**config.mk**
```make
export PLATFORM = sky130hd
export DESIGN_NAME = arb_fcfs_queued_flat
export DESIGN_NICKNAME = d
export VERILOG_FILES = /design/src/rtl/arb_fcfs_queued_if.sv /design/src/rtl/arb_fcfs_queued.sv /design/src/flat_wrapper.sv
export SDC_FILE = /design/constraint.sdc
export NUM_CORES = 1
export LEC_CHECK = 0
export ABC_AREA = 0
export ABC_CLOCK_PERIOD_IN_PS = 26000
export CORE_MARGIN = 1.5
export CORE_UTILIZATION = 60
export CTS_CLUSTER_DIAMETER = 80
export CTS_CLUSTER_SIZE = 10
export DETAILED_ROUTE_END_ITERATION = 12
export GPL_ROUTABILITY_DRIVEN = 0
export PLACE_DENSITY_LB_ADDON = 0.12
export SYNTH_ARGS = -nofsm -noshare
export SYNTH_HDL_FRONTEND = slang
export SYNTH_SLANG_ARGS = --single-unit
```
**constraint.sdc**
```tcl
create_clock -name clk -period 26 [get_ports clk]
set_clock_uncertainty 0.1 [all_clocks]
set_input_delay 5.2 -clock clk [delete_from_list [all_inputs] [get_ports clk]]
set_output_delay 5.2 -clock clk [all_outputs]
set_load 0.01 [all_outputs]
```
**src/rtl/arb_fcfs_queued_if.sv**
```systemverilog
// Arbiter bus bundle for arb_fcfs_queued.
// Parameter: N requester count; IDXW/CNTW derived the same way as in the arbiter.
// master (requester side / bench): drives init, enable, request, lock, mask.
// slave  (arbiter): drives grant, grant_index, granted, parked, locked,
//                   queue_count, timeout.
interface arb_fcfs_queued_if #(
    parameter int unsigned N = 8
);
    localparam int unsigned IDXW = (N > 1) ? $clog2(N) : 1;
    localparam int unsigned CNTW = $clog2(N + 1);

    logic            init;
    logic            enable;
    logic [N-1:0]    request;
    logic [N-1:0]    lock;
    logic [N-1:0]    mask;

    logic            parked;
    logic            granted;
    logic            locked;
    logic            timeout;
    logic [N-1:0]    grant;
    logic [IDXW-1:0] grant_index;
    logic [CNTW-1:0] queue_count;

    modport master (
        output init, enable, request, lock, mask,
        input  parked, granted, locked, timeout, grant, grant_index, queue_count
    );

    modport slave (
        input  init, enable, request, lock, mask,
        output parked, granted, locked, timeout, grant, grant_index, queue_count
    );
endinterface

```
**src/rtl/arb_fcfs_queued.sv**
```systemverilog
// First-come-first-served arbiter for N requesters with an explicit compacting
// arrival-order queue, lock/mask/park support and queue occupancy output.
// Optional feature macro: ARB_FCFS_TIMEOUT_EN -- bounds a locked owner to
// MAX_HOLD consecutive grant cycles when others are waiting.
// Ports:
//   clk  - clock, all state on rising edge
//   rst  - synchronous active-high reset
//   bus  - arb_fcfs_queued_if.slave: init/enable/request/lock/mask in;
//          grant/grant_index/granted/parked/locked/queue_count/timeout out
//          (all outputs registered).
module arb_fcfs_queued #(
    parameter int unsigned N          = 8,
    parameter int unsigned PARK_MODE  = 1,
    parameter int unsigned PARK_INDEX = 0,
    parameter int unsigned MAX_HOLD   = 16
) (
    input  logic             clk,
    input  logic             rst,
    arb_fcfs_queued_if.slave bus
);
    localparam int unsigned     IDXW       = (N > 1) ? $clog2(N) : 1;
    localparam int unsigned     CNTW       = $clog2(N + 1);
    localparam logic            PARK_ON    = (PARK_MODE != 0);
    localparam logic [N-1:0]    PARK_GRANT = PARK_ON ? (N'(1) << PARK_INDEX) : '0;
    localparam logic [IDXW-1:0] PARK_IDX   = PARK_ON ? IDXW'(PARK_INDEX) : '0;

    // Elaboration-time guard on parameter ranges.
    if (N < 2 || N > 32 || PARK_INDEX >= N || MAX_HOLD < 2 || MAX_HOLD > 255) begin : g_bad_param
        $error("arb_fcfs_queued: parameter out of range");
    end

    // Arrival-order queue (entry 0 is the oldest waiter) and current owner.
    logic [IDXW-1:0] r_q [N];
    logic [CNTW-1:0] r_qcnt;
    logic            r_own_v;
    logic [IDXW-1:0] r_own;

    logic [N-1:0]    r_grant;
    logic [IDXW-1:0] r_grant_index;
    logic            r_granted;
    logic            r_parked;
    logic            r_locked;
    logic            r_timeout;

    logic [IDXW-1:0] w_q [N];
    logic [CNTW-1:0] w_qcnt;
    logic            w_own_v;
    logic [IDXW-1:0] w_own;
    logic            w_keep;
    logic [N-1:0]    w_grant;
    logic [IDXW-1:0] w_grant_index;
    logic            w_granted;
    logic            w_parked;
    logic            w_locked;
    logic            w_timeout;
    logic            w_hold_exp;

`ifdef ARB_FCFS_TIMEOUT_EN
    localparam int unsigned HOLDW = 8;
    logic [HOLDW-1:0] r_hold;
    logic [HOLDW-1:0] w_hold;

    // Lock is ignored once the current owner has held for MAX_HOLD cycles.
    assign w_hold_exp = r_own_v && (r_hold >= HOLDW'(MAX_HOLD));

    // Consecutive cycles with the same owner; restarts at 1 on a new owner.
    always_comb begin
        w_hold = '0;
        if (w_own_v) begin
            if (!w_keep) begin
                w_hold = HOLDW'(1);
            end else if (r_hold >= HOLDW'(MAX_HOLD)) begin
                w_hold = r_hold;
            end else begin
                w_hold = r_hold + HOLDW'(1);
            end
        end
    end

    always_ff @(posedge clk) begin
        if (rst || bus.init) begin
            r_hold <= '0;
        end else begin
            r_hold <= w_hold;
        end
    end
`else
    assign w_hold_exp = 1'b0;
`endif

    // Next queue, owner and grant outputs.
    always_comb begin
        logic [IDXW-1:0] fq [N];
        logic [N-1:0]    inq;
        int unsigned     fcnt;
        int unsigned     ncnt;
        int unsigned     start;
        logic            own_ok;
        logic            hold_lock;
        logic            pop;

        fq            = '{default: '0};
        inq           = '0;
        fcnt          = 0;
        ncnt          = 0;
        start         = 0;
        w_q           = '{default: '0};
        w_qcnt        = '0;
        w_own_v       = 1'b0;
        w_own         = '0;
        w_grant       = '0;
        w_grant_index = '0;
        w_granted     = 1'b0;
        w_parked      = 1'b0;
        w_locked      = 1'b0;

        // Drop queued entries that stopped requesting or became masked.
        for (int unsigned i = 0; i < N; i++) begin
            if (i < 32'(r_qcnt)) begin
                inq[r_q[i]] = 1'b1;
                if (bus.request[r_q[i]] && !bus.mask[r_q[i]]) begin
                    fq[IDXW'(fcnt)] = r_q[i];
                    fcnt            = fcnt + 1;
                end
            end
        end

        own_ok    = r_own_v && bus.request[r_own] && !bus.mask[r_own];
        hold_lock = own_ok && bus.lock[r_own] && !w_hold_exp;
        // Same-edge arrivals are not yet eligible, so "queue empty" uses fq.
        w_keep    = bus.enable && own_ok && (hold_lock || fcnt == 0);
        pop       = bus.enable && !w_keep && (fcnt != 0);
        w_timeout = bus.enable && own_ok && bus.lock[r_own] && w_hold_exp && (fcnt != 0);

        start = pop ? 1 : 0;
        for (int unsigned i = 0; i < N; i++) begin
            if (i >= start && i < fcnt) begin
                w_q[IDXW'(ncnt)] = fq[i];
                ncnt             = ncnt + 1;
            end
        end

        // New arrivals in ascending index order.
        for (int unsigned i = 0; i < N; i++) begin
            if (bus.request[i] && !bus.mask[i] && !inq[i] &&
                !(r_own_v && r_own == IDXW'(i))) begin
                w_q[IDXW'(ncnt)] = IDXW'(i);
                ncnt             = ncnt + 1;
            end
        end

        // A released owner that still wants the bus goes behind this edge's arrivals.
        if (own_ok && !w_keep) begin
            w_q[IDXW'(ncnt)] = r_own;
            ncnt             = ncnt + 1;
        end
        w_qcnt = CNTW'(ncnt);

        if (w_keep) begin
            w_own_v = 1'b1;
            w_own   = r_own;
        end else if (pop) begin
            w_own_v = 1'b1;
            w_own   = fq[0];
        end

        if (w_own_v) begin
            w_grant       = N'(1) << w_own;
            w_grant_index = w_own;
            w_granted     = 1'b1;
            w_locked      = w_keep && hold_lock;
        end else if (bus.enable) begin
            w_grant       = PARK_GRANT;
            w_grant_index = PARK_IDX;
            w_parked      = PARK_ON;
        end
    end

    always_ff @(posedge clk) begin
        if (rst || bus.init) begin
            r_q           <= '{default: '0};
            r_qcnt        <= '0;
            r_own_v       <= 1'b0;
            r_own         <= '0;
            r_grant       <= PARK_GRANT;
            r_grant_index <= PARK_IDX;
            r_granted     <= 1'b0;
            r_parked      <= PARK_ON;
            r_locked      <= 1'b0;
            r_timeout     <= 1'b0;
        end else begin
            r_q           <= w_q;
            r_qcnt        <= w_qcnt;
            r_own_v       <= w_own_v;
            r_own         <= w_own;
            r_grant       <= w_grant;
            r_grant_index <= w_grant_index;
            r_granted     <= w_granted;
            r_parked      <= w_parked;
            r_locked      <= w_locked;
            r_timeout     <= w_timeout;
        end
    end

    assign bus.grant       = r_grant;
    assign bus.grant_index = r_grant_index;
    assign bus.granted     = r_granted;
    assign bus.parked      = r_parked;
    assign bus.locked      = r_locked;
    assign bus.timeout     = r_timeout;
    assign bus.queue_count = r_qcnt;
endmodule

```
**src/flat_wrapper.sv**
```systemverilog
// flat-port wrapper written by rule: the top's interface ports become plain ports
module arb_fcfs_queued_flat 
#(
    parameter int unsigned N          = 8,
    parameter int unsigned PARK_MODE  = 1,
    parameter int unsigned PARK_INDEX = 0,
    parameter int unsigned MAX_HOLD   = 16
)
  (clk, rst, bus_init, bus_enable, bus_request, bus_lock, bus_mask, bus_parked, bus_granted, bus_locked, bus_timeout, bus_grant, bus_grant_index, bus_queue_count);
  arb_fcfs_queued_if #(.N(N)) bus_i ();
  input  logic clk;
  input  logic rst;
  input wire logic [$bits(bus_i.init)-1:0] bus_init;
  input wire logic [$bits(bus_i.enable)-1:0] bus_enable;
  input wire logic [$bits(bus_i.request)-1:0] bus_request;
  input wire logic [$bits(bus_i.lock)-1:0] bus_lock;
  input wire logic [$bits(bus_i.mask)-1:0] bus_mask;
  output wire logic [$bits(bus_i.parked)-1:0] bus_parked;
  output wire logic [$bits(bus_i.granted)-1:0] bus_granted;
  output wire logic [$bits(bus_i.locked)-1:0] bus_locked;
  output wire logic [$bits(bus_i.timeout)-1:0] bus_timeout;
  output wire logic [$bits(bus_i.grant)-1:0] bus_grant;
  output wire logic [$bits(bus_i.grant_index)-1:0] bus_grant_index;
  output wire logic [$bits(bus_i.queue_count)-1:0] bus_queue_count;
  assign bus_i.init = bus_init;
  assign bus_i.enable = bus_enable;
  assign bus_i.request = bus_request;
  assign bus_i.lock = bus_lock;
  assign bus_i.mask = bus_mask;
  assign bus_parked = bus_i.parked;
  assign bus_granted = bus_i.granted;
  assign bus_locked = bus_i.locked;
  assign bus_timeout = bus_i.timeout;
  assign bus_grant = bus_i.grant;
  assign bus_grant_index = bus_i.grant_index;
  assign bus_queue_count = bus_i.queue_count;
  arb_fcfs_queued #(.N(N), .PARK_MODE(PARK_MODE), .PARK_INDEX(PARK_INDEX), .MAX_HOLD(MAX_HOLD)) u_core (.clk(clk), .rst(rst), .bus(bus_i));
endmodule
```
After elaboration in Yosys (flattened, before gate mapping)
Cells that the tools add are included.
- add/subtract/negate cells: 23
- order comparisons: 87
- equality and inequality tests: 7
- shift operators: 1
- muxes and demuxes: 199
- bitwise operators: 52
- reduce and logical (&&, ||, !) cells: 128
- operators by type and width (kind ; number):
    $mux W24 ; 30
    $mux W32 ; 14
    $bwmux W24 ; 15
    $demux W3 S3 ; 23
    $add A32 B1 Y32 const B ; 6
    $ge A3 B32 Y1 const A ; 4
    $lt A3 B32 Y1 const A ; 4
    $ge A4 B4 Y1 const B ; 23
    $lt A4 B1 Y1 const B ; 23
    $logic_and A1 B1 Y1 ; 88
    $mux W3 ; 28
    $not A3 Y4 ; 21
    $or A8 B8 Y8 ; 10
    $mux W8 ; 9
    $ge A1 B32 Y1 const A ; 2
    $ge A2 B32 Y1 const A ; 2
    $lt A1 B32 Y1 const A ; 2
    $lt A2 B32 Y1 const A ; 2
    $mux W4 ; 15
    $bmux W1 S3 ; 19
    $add A4 B1 Y4 const B ; 14
    $and A16 B16 Y16 ; 3
    $not A16 Y16 ; 3
    $or A16 B16 Y16 ; 3
    27 further kinds ; 134
- flip-flop bits (word level): 46
- input bits: 28
- output and inout port bits: 19
- word-level logic and storage cells: 513

Depth between registers and ports, before layout
Gate-level depths: netlist of the first run.
- word-level depth: 75
- depth in mapped cells: 82
- gate-level depth less buffers: 75

Worst setup path after synthesis of the first run
Ideal clock, no wire load.
- kind: input -> register
- from: in bus_mask[2]
- to: reg u_core.r_q[6] in the netlist's numbering
- library setup time: 0.122 ns
- arrival time: 20.315 ns
- required time: 25.778 ns
- setup slack: 5.463 ns
- stages on the path: 78
- path buffers: 7
- cells stage by stage: buf_2 -> mux2_4 -> a21o_1 -> a221oi_2 -> nand2_2 -> inv_1 -> ha_1 -> and2_1 -> o21bai_4 -> ha_1 -> mux2_2 -> inv_1 -> ha_1 -> nor2_1 -> a21o_1 -> inv_1 -> ha_1 -> nor3_1 -> [... 42 more ...] -> nand2b_1 -> o211ai_1 -> ha_1 -> mux2i_1 -> inv_1 -> or2_1 -> clkbuf_1 -> xnor2_1 -> mux2i_1 -> ha_1 -> xnor2_1 -> a21oi_1 -> xnor2_1 -> mux2_2 -> o31ai_1 -> buf_2 -> or3_1 -> o311a_1
- longest elaborated chain between the ends: 75
- elaborated cells on any way between the ends: 324
- those cells by class: add/sub (22); order compare (62); mux (142); bitwise (35); reduce/logical (63)
- RTL lines (element ; RTL line ; RTL):
    start, declared ; flat_wrapper.sv:17 ; input wire logic [$bits(bus_i.mask)-1:0] bus_mask;
    branches (longest 74 deep; another with $add A32 B1 Y32) ; - ;
    $mux W24 * ; arb_fcfs_queued.sv:153 ; if (own_ok && !w_keep) begin
    end signal, assigned ; arb_fcfs_queued.sv:192 ; r_q <= w_q;
    end, declared ; arb_fcfs_queued.sv:33 ; logic [IDXW-1:0] r_q [N];
Mark *: on every way between the ends. The select of a mux whose other input is x is not followed.
A chain may end at the register's enable or synchronous reset.

Worst setup path after layout of the first run
- from: in bus_mask[3]
- to: reg u_core.r_q[23] in the netlist's numbering
- longest elaborated chain between the ends: 75
- elaborated cells on any way between the ends: 327
- those cells by class: add/sub (22); order compare (62); mux (145); bitwise (35); reduce/logical (63)
- RTL lines (element ; RTL line):
    branches (longest 74 deep; another with $add A32 B1 Y32) ; -
    $mux W24 * ; arb_fcfs_queued.sv:153
Marks and branches as above.

==> run summary, run 1 <==
The run finished with clean final reports. Data arrives at the worst endpoint at 22,650 ps. Along the worst hold path, the cell count comes to 2. In the synthesized netlist the async set-or-reset flop fraction comes to 0%. The overall routing resource usage came out at 41.1%. Among all stages on the critical path, the largest delay is contributed by a2111oi_1. The detailed router put a total of 15,500 um of wire on met1. In the final routed layout, each cell accounts on average for 23.0 um.

The detailed router placed 12,800 vias in this run. The latest clock arrival within the worst-skew pair is 290 ps. Derived from the worst setup path, the maximum achievable clock frequency is 44.3 MHz.

In the routed layout, each cell is associated on average with a via count of 7.34. Post-synthesis cell type with the largest combined area: dfxtp_1. The worst path required time came out at 26,050 ps.

The final layout contains routed wiring with a total length of 40,000 um. The worst pin sits at a relative slew slack of 25.2%. The peak fanout along the critical path is 25.

Counting every sink on the clock net gives 45. The max-slew violation count was 0. The clock passes through at most 2 buffers. The run gives 1,534 as the synthesized instance count. For this run, the slowest stage of the critical path takes 860 ps.

Summed over its instances, the top area cell type makes up 8.28% of the synthesized netlist area. The number of gates resized after CTS was 0. The run gives 11,500 as the number of global-route vias before repair. In the routed design, unresolved DRC markers number 0. TritonCTS built the clock tree. Setup repair after global routing left no endpoint under its margin.

Worst flop-to-flop path startpoint: u_core.r_q[21]. The final hold violation count is 0, and the TritonCTS buffer count is 5. The total inserted antenna cells came out at 0. The number of hold buffers added after CTS was 0. Worst voltage drop across the vdd grid: 0.194 mV. For this run, the post-layout net count is 1,568. Once layout is complete, the utilization of the core stands at 64.6%. The clock-pin transition on the worst setup and hold timing paths came out at 70 ps. Cells with a size suffix above 1 make up 8.33% of the layout. Counting stages on the worst path, the most repeated cell is ha_1. The first global-routing pass estimated 61,300 um of wire.

Yosys mapped the design onto 105 distinct sky130hd cell types. The tools report the HPWL reported at the end of detailed placement as 31,100 um. After clock tree synthesis, the setup repair step added 0 buffers. The summed negative setup slack over all endpoints is 0 ps, and the width of the die is 138 um. The tool flagged a number of max-cap violations equal to 0. The cell sitting at the root of the clock tree is a clkbuf_16. The vertical die dimension is 138 um.

The kind of end point of the critical path was a flip-flop. The number of search-and-repair iterations in the first detailed-routing pass was 6. The number of DRC violations after detailed-routing iteration 0 came out at 1,961. The nature of the critical path startpoint was an input pin. The time the worst path needs with I/O delays and setup was 22,590 ps.

The portion of the post-synthesis area used by sequential elements is 8.28%, and the cell area after synthesis is 0.0109 sq mm. The H-tree was split into 2 levels. The count of warnings emitted by yosys came out at 0.

The worst register-to-register path has a depth of 74. Entering global routing, the biggest net connects 26 pins. Setup violations remaining at the end of the flow were counted as 0. The remaining global-route overflow was 0.

Category of the most critical setup path: input pin to flip-flop. Buffers placed on the I/O ports in this run total 45. The launch instance of the worst min-delay path was u_core.bus.granted. In this run the static leakage power is 0.00420 uW. The prevailing post-synth register cell was dfxtp_1.

Counting every net in the synthesized netlist gives 1,590. The final critical path takes up 86.9% of the cycle. The mean cell area of the mapped netlist was 7.09 sq um. The end point of the worst hold path is u_core.bus.granted. The run gives 0.0189 sq mm as the die area.

The tools report the area inside the core boundary as 0.0178 sq mm. The tools report the terminus of the critical flop-to-flop path as u_core.r_q[23]. For this configuration, the core starts out at a cell density of 61.0%. In this run the count of I/O pins placed on the die edge is 47. Once detail routing completed, the nets flagged for antenna violations numbered 0. Number of cell rows: 49. The synthesis-stage register bit count came out at 45. Setup slack on the worst reg-to-reg path comes out at 8100 ps. The met3 routed wirelength is 4730 um. The number of antenna violations at the first check in global routing was 1. At the pin with the least slew margin, the transition time is 1120 ps. The routed design uses 17,800 um of met2 wire. The highest metal layer with signal wires is met5. The number of enable flip-flop cells after synthesis works out to 0.

For this design the ratio of total power to cell area is 98.6 mW/mm^2. The type of the worst min-delay path is flip-flop to flip-flop. After synthesis, the cell types taking the most area are dfxtp_1 8.3%, mux2i_1 6.4%, nor2_1 6.2%, nand2_1 5.3%, mux4_2 3.7%. The area added between synthesis and finish came out at 5.97%.
[report_power, final]
group	switching [uW]	total, uW	internal (uW)
logic	597	940	344
registers	42.3	122	79.8
clock network	27.4	73.4	46.0
[cell usage in the layout, fill, tap and decap left out, types with 27 or more instances in the layout]
| master | count |
|---|---|
| a211oi_1 | 29 |
| a21oi_1 | 57 |
| a31oi_1 | 31 |
| clkdlybuf4s50_1 | 45 |
| dfxtp_1 | 45 |
| ha_1 | 27 |
| inv_1 | 64 |
| mux2_2 | 34 |
| mux2i_1 | 70 |
| nand2_1 | 155 |
| nand2b_1 | 27 |
| nand3_1 | 68 |
| nor2_1 | 180 |
| nor3_1 | 64 |
| o21ai_0 | 61 |
| xnor2_1 | 46 |
[worst max-delay path: cells and delay by family]
family,cells,cell delay (ps)
mux,7,1920
buf+inv,12,2070
simple gates,14,3010
fa+ha+maj,13,4220
compound gates,21,4760
xor+xnor,8,1470
[flip-flops by register name, indices dropped and copies added (netlist names)]
name,count
u_core.bus.queue_count,4
u_core.bus.grant,8
u_core.bus.locked,1
u_core.bus.parked,1
u_core.bus.granted,1
u_core.r_q,24
u_core.r_own,3
u_core.bus.grant_index,3
[through the flow]
stage,cell area [sq um],power (uW),setup WS (ps),std cells,hold WS [ps]
2_1_floorplan,10900,828,5460,1534,531
3_3_place_gp,11400,1010,4150,1734,614
3_5_place_dp,11400,1030,3490,1734,618
4_1_cts,11500,1100,3760,1742,641
5_1_grt,11500,1220,1930,1742,673
6_report,11500,1140,3410,1742,663
[cell type report]
cell class | count | area (sq um)
Tap cell | 229 | 287
Inverter | 70 | 265
Sequential cell | 45 | 901
Fill cell | 1667 | 6310
Clock buffer | 5 | 125
Multi-Input combinational cell | 1333 | 9360
Clock inverter | 3 | 47.5
Timing Repair Buffer | 57 | 541
[how the worst max path moves through the flow]
stage                   start        endpoint  cells after the start
3_3_place_gp      bus_mask[3]  u_core.r_q[17]                     69
5_1_grt        bus_request[5]   u_core.r_q[8]                     75
4_1_cts           bus_mask[3]  u_core.r_q[23]                     75
6_report          bus_mask[3]  u_core.r_q[23]                     75
2_1_floorplan     bus_mask[2]   u_core.r_q[6]                     78
3_5_place_dp      bus_mask[3]  u_core.r_q[23]                     75
[metal layers]
layer	GRT usage (%)	vias to the layer above
met5	0	-
met4	17.8	2
met3	8.35	188
met2	66.2	906
met1	53.2	5920
li1	-	5775
[cells by family after synthesis]
logic type	Yosys count	synth area share, %
AOI/OAI and AO/OA	443	30.3
DFF	45	8.28
other	1	0.0345
adders and majority gates	28	3.29
buffers and inverters	156	5.67
xor gates and xnor gates	81	9.00
and+or+nand+nor	653	29.0
muxes	127	14.5
[Yosys cell counts, drive strengths merged, types with 18 or more instances]
cell type  number
mux2           36
nand4          18
clkbuf         69
ha             27
nand2         157
nand3          69
inv            68
a21oi          57
mux2i          73
nor3           64
dfxtp          45
and2           21
mux4           18
xnor2          48
xor2           18
a211oi         30
or2            19
and3           22
nor2          181
a31oi          31
o211ai         26
o21ai          68
nand2b         27
Note: power is estimated with default switching activity, not from simulation.
==> inputs of run 2 (changes only) <==
Settings changed: CTS_CLUSTER_DIAMETER 80 to default, PLACE_DENSITY from default to 0.79, PLACE_DENSITY_LB_ADDON 0.12 to default.
==> run summary, run 2 (synthesis gave the netlist of run 1 again) <==
The width of the die is 138 um (unchanged). The HPWL reported at the end of detailed placement was 30,800 um (-0.95%). The total of hold buffers inserted after clock tree synthesis is 0 (unchanged), and the first-pass GRT wire length is 61,300 um (about the same).

The power per cell area came out at 98.2 mW/mm^2 (-0.37%). In this design, the critical path's most frequently occurring cell is ha_1. The combinational fraction of design power is 83.6% (+0.8 points). The final routed wirelength across all metal layers was 39,900 um (-0.21%).

The cell-internal power was 459 uW (-2.2%). The register-to-register setup slack was 7400 ps (-700 ps); the switching share of power was 59.3% (+0.68 points). Setup repair after global routing left no endpoint under its margin.

Stage delay of the slowest cell on the critical path: 1230 ps (+370 ps). The final hold violation count is 0 (unchanged), and the final standard cell utilization of the core is 64.5% (-0.11 points). Number of sinks handled by clock tree synthesis: 45 (unchanged). The tools report the total inserted antenna cells as 0 (unchanged).

The logs give 0.00419 uW (-0.24%) for the leakage power and 670 uW (+0.62%) for the net switching component of the power. The max-slew violation count was 0 (unchanged). For the post-route antenna net violation count, the log shows 0 (unchanged). Maximum count of clock buffers along a single path: 2 (unchanged). The worst setup path is launched from an input pin. Arrival time reported for the critical path endpoint: 23,340 ps (+690 ps).

The kind of end point of the critical path was a flip-flop. For the number of search-and-repair iterations in the first detailed-routing pass, the log shows 7 (+1). The number of global-route vias before repair is 11,600 (+1.2%), and the post-detailed-route DRC marker count is 0 (unchanged).

The run gives 1,569 (+0.064%) as the net count reported at finish. Clock tree synthesis selected as its root buffer the cell clkbuf_16. The flip-flop count of the largest register, all copies and words added was 24 (unchanged); the area inside the core boundary was 0.0178 sq mm (unchanged). The category of the most critical setup path is input pin to flip-flop. The max-capacitance violation count is 0 (unchanged), and the worst path required time is 26,060 ps (about the same).

Share of power burned in the clock network: 5.6% (-0.9 points). The type of the worst min-delay path is flip-flop to flip-flop. The peak fanout along the critical path came out at 25 (unchanged).

u_core.r_q holds more flip-flops than any other register. The slowest cell on the critical path is fa_1. The initial core utilization is 61.0% (unchanged), and the sequential power share is 10.9% (+0.2 points). Transition at the pin with the smallest max-transition slack: 1100 ps (-16.7 ps). The TritonCTS buffer count is 5 (unchanged), and the remaining global-route overflow is 0 (unchanged).

The count of endpoints failing setup in the final report came out at 0 (unchanged). The largest net degree at the start of global routing is 26 (unchanged). The vias per cell came out at 7.37 (+0.40%). The vertical die dimension was 138 um (unchanged). The worst voltage drop across the vdd grid is 0.173 mV (-11%).

The total buffers and inverters traversed by the critical path works out to 9 (-3). Number of DRC violations after detailed-routing iteration 0: 2,084 (+6.3%). Quantity of I/O buffers inserted on ports: 45 (unchanged).

The total via count after detailed routing is 12,800 (+0.45%). The run gives 659 ps (-3.87 ps) as the minimum hold slack. Among cell families on the critical path, the largest total delay comes from adder cells. The fraction of final layout cells with drive strength greater than 1 is 8.39% (+0.061 points). The number of antenna violations at the first check in global routing came out at 0 (-1).

The logs give 43.0 MHz (-3.0%) for the highest attainable clock frequency and 0 (unchanged) for the number of buffers added for setup after CTS. The area added between synthesis and finish works out to 5.80%. The tools report the die area as 0.0189 sq mm (unchanged).

The summed negative setup slack over all endpoints is 0 ps (unchanged). The flow ran to the end, and the final reports show no timing, DRC or antenna violations. The most frequent standard cell in the layout excluding fill and tap cells is nor2_1. The final cycle utilization of the critical path is 89.5% (+2.6 points). The time the worst path needs with I/O delays and setup was 23,280 ps (+689 ps); the CTS H-tree depth was 2 (unchanged). TritonCTS built the clock tree.

The tools report the overall routing resource usage as 41.2% (about the same). The number of placed I/O pins was 47 (unchanged); the latest clock arrival within the worst-skew pair was 280 ps (about the same). The detail-routed net length per standard cell was 22.9 um (-0.26%).

Worst relative slew slack: 26.3% (+1.1 points). The clock-pin transition on the worst setup and hold timing paths came out at 60 ps (about the same). The top cell types in the final layout, fill and taps aside, are 180 x nor2_1, 155 x nand2_1, 70 x mux2i_1.

The number of gates resized after CTS was 0 (unchanged); the number of cell rows was 49 (unchanged).
-- run 2: cell types whose count changed in the layout (fill, tap and decap cells not counted) --
cell | before | now
buf_4 | 12 | 13
bufinv_16 | 1 | 0
clkinv_2 | 0 | 1
clkinvlp_4 | 0 | 1
inv_6 | 2 | 1
-- run 2: metrics by stage --
stage / area (sq um) / cells / setup WS (ps) / power (uW)
after global routing: 11500 / 1743 / 1400 / 1210
after global placement: 11400 / 1735 / 3550 / 1010
after floorplan: 10900 / 1534 / 5460 / 828
final: 11500 / 1743 / 2720 / 1130
after CTS: 11500 / 1743 / 3230 / 1090
after detailed placement: 11400 / 1735 / 2970 / 1020
-- run 2: area by class of cell --
| type | count | area [sq um] |
|---|---|---|
| clock buffers | 5 | 125 |
| clock inverters | 3 | 21.3 |
| fillers | 1630 | 6330 |
| inverters | 70 | 265 |
| multi-input cells | 1333 | 9360 |
| flip-flops and latches | 45 | 901 |
| well taps | 229 | 287 |
| repair buffers | 58 | 548 |
-- run 2: worst register-to-register path: cells and delay by family (launching register included) --
| family | cells | cell delay, ps |
|---|---|---|
| fa+ha+maj | 13 | 4870 |
| compound gates | 20 | 4800 |
| simple gates | 16 | 3360 |
| xor+xnor | 8 | 1900 |
| mux | 6 | 1690 |
| buf+inv | 9 | 910 |
| flops | 1 | 820 |
-- run 2: path summary, 6_finish.rpt --
| check | cells past startpoint | to | startpoint |
|---|---|---|---|
| setup / recovery | 72 | u_core.bus.queue_count[3] | bus_request[5] |
| hold / removal | 2 | u_core.bus.granted | u_core.bus.granted |
| hold reg to reg | 2 | u_core.bus.granted | u_core.bus.granted |
| setup reg to reg | 72 | u_core.bus.queue_count[3] | u_core.r_q[21] |
-- run 2: power groups by stage --
stage          logic (uW)  clock network, uW  registers (uW)
2_1_floorplan         738                  0            90.2
3_3_place_gp          886                  0             119
3_5_place_dp          905                  0             119
4_1_cts               910               63.0             118
5_1_grt              1030               66.4             122
6_report              944               63.0             123
-- run 2: routing by layer --
layer	track usage (%)	up-vias	share of wire [%]
li1	-	5757	-
met1	52.7	5847	39
met2	64.2	1011	43
met3	9.64	234	12
met4	21.3	0	6.1
met5	0	-	0
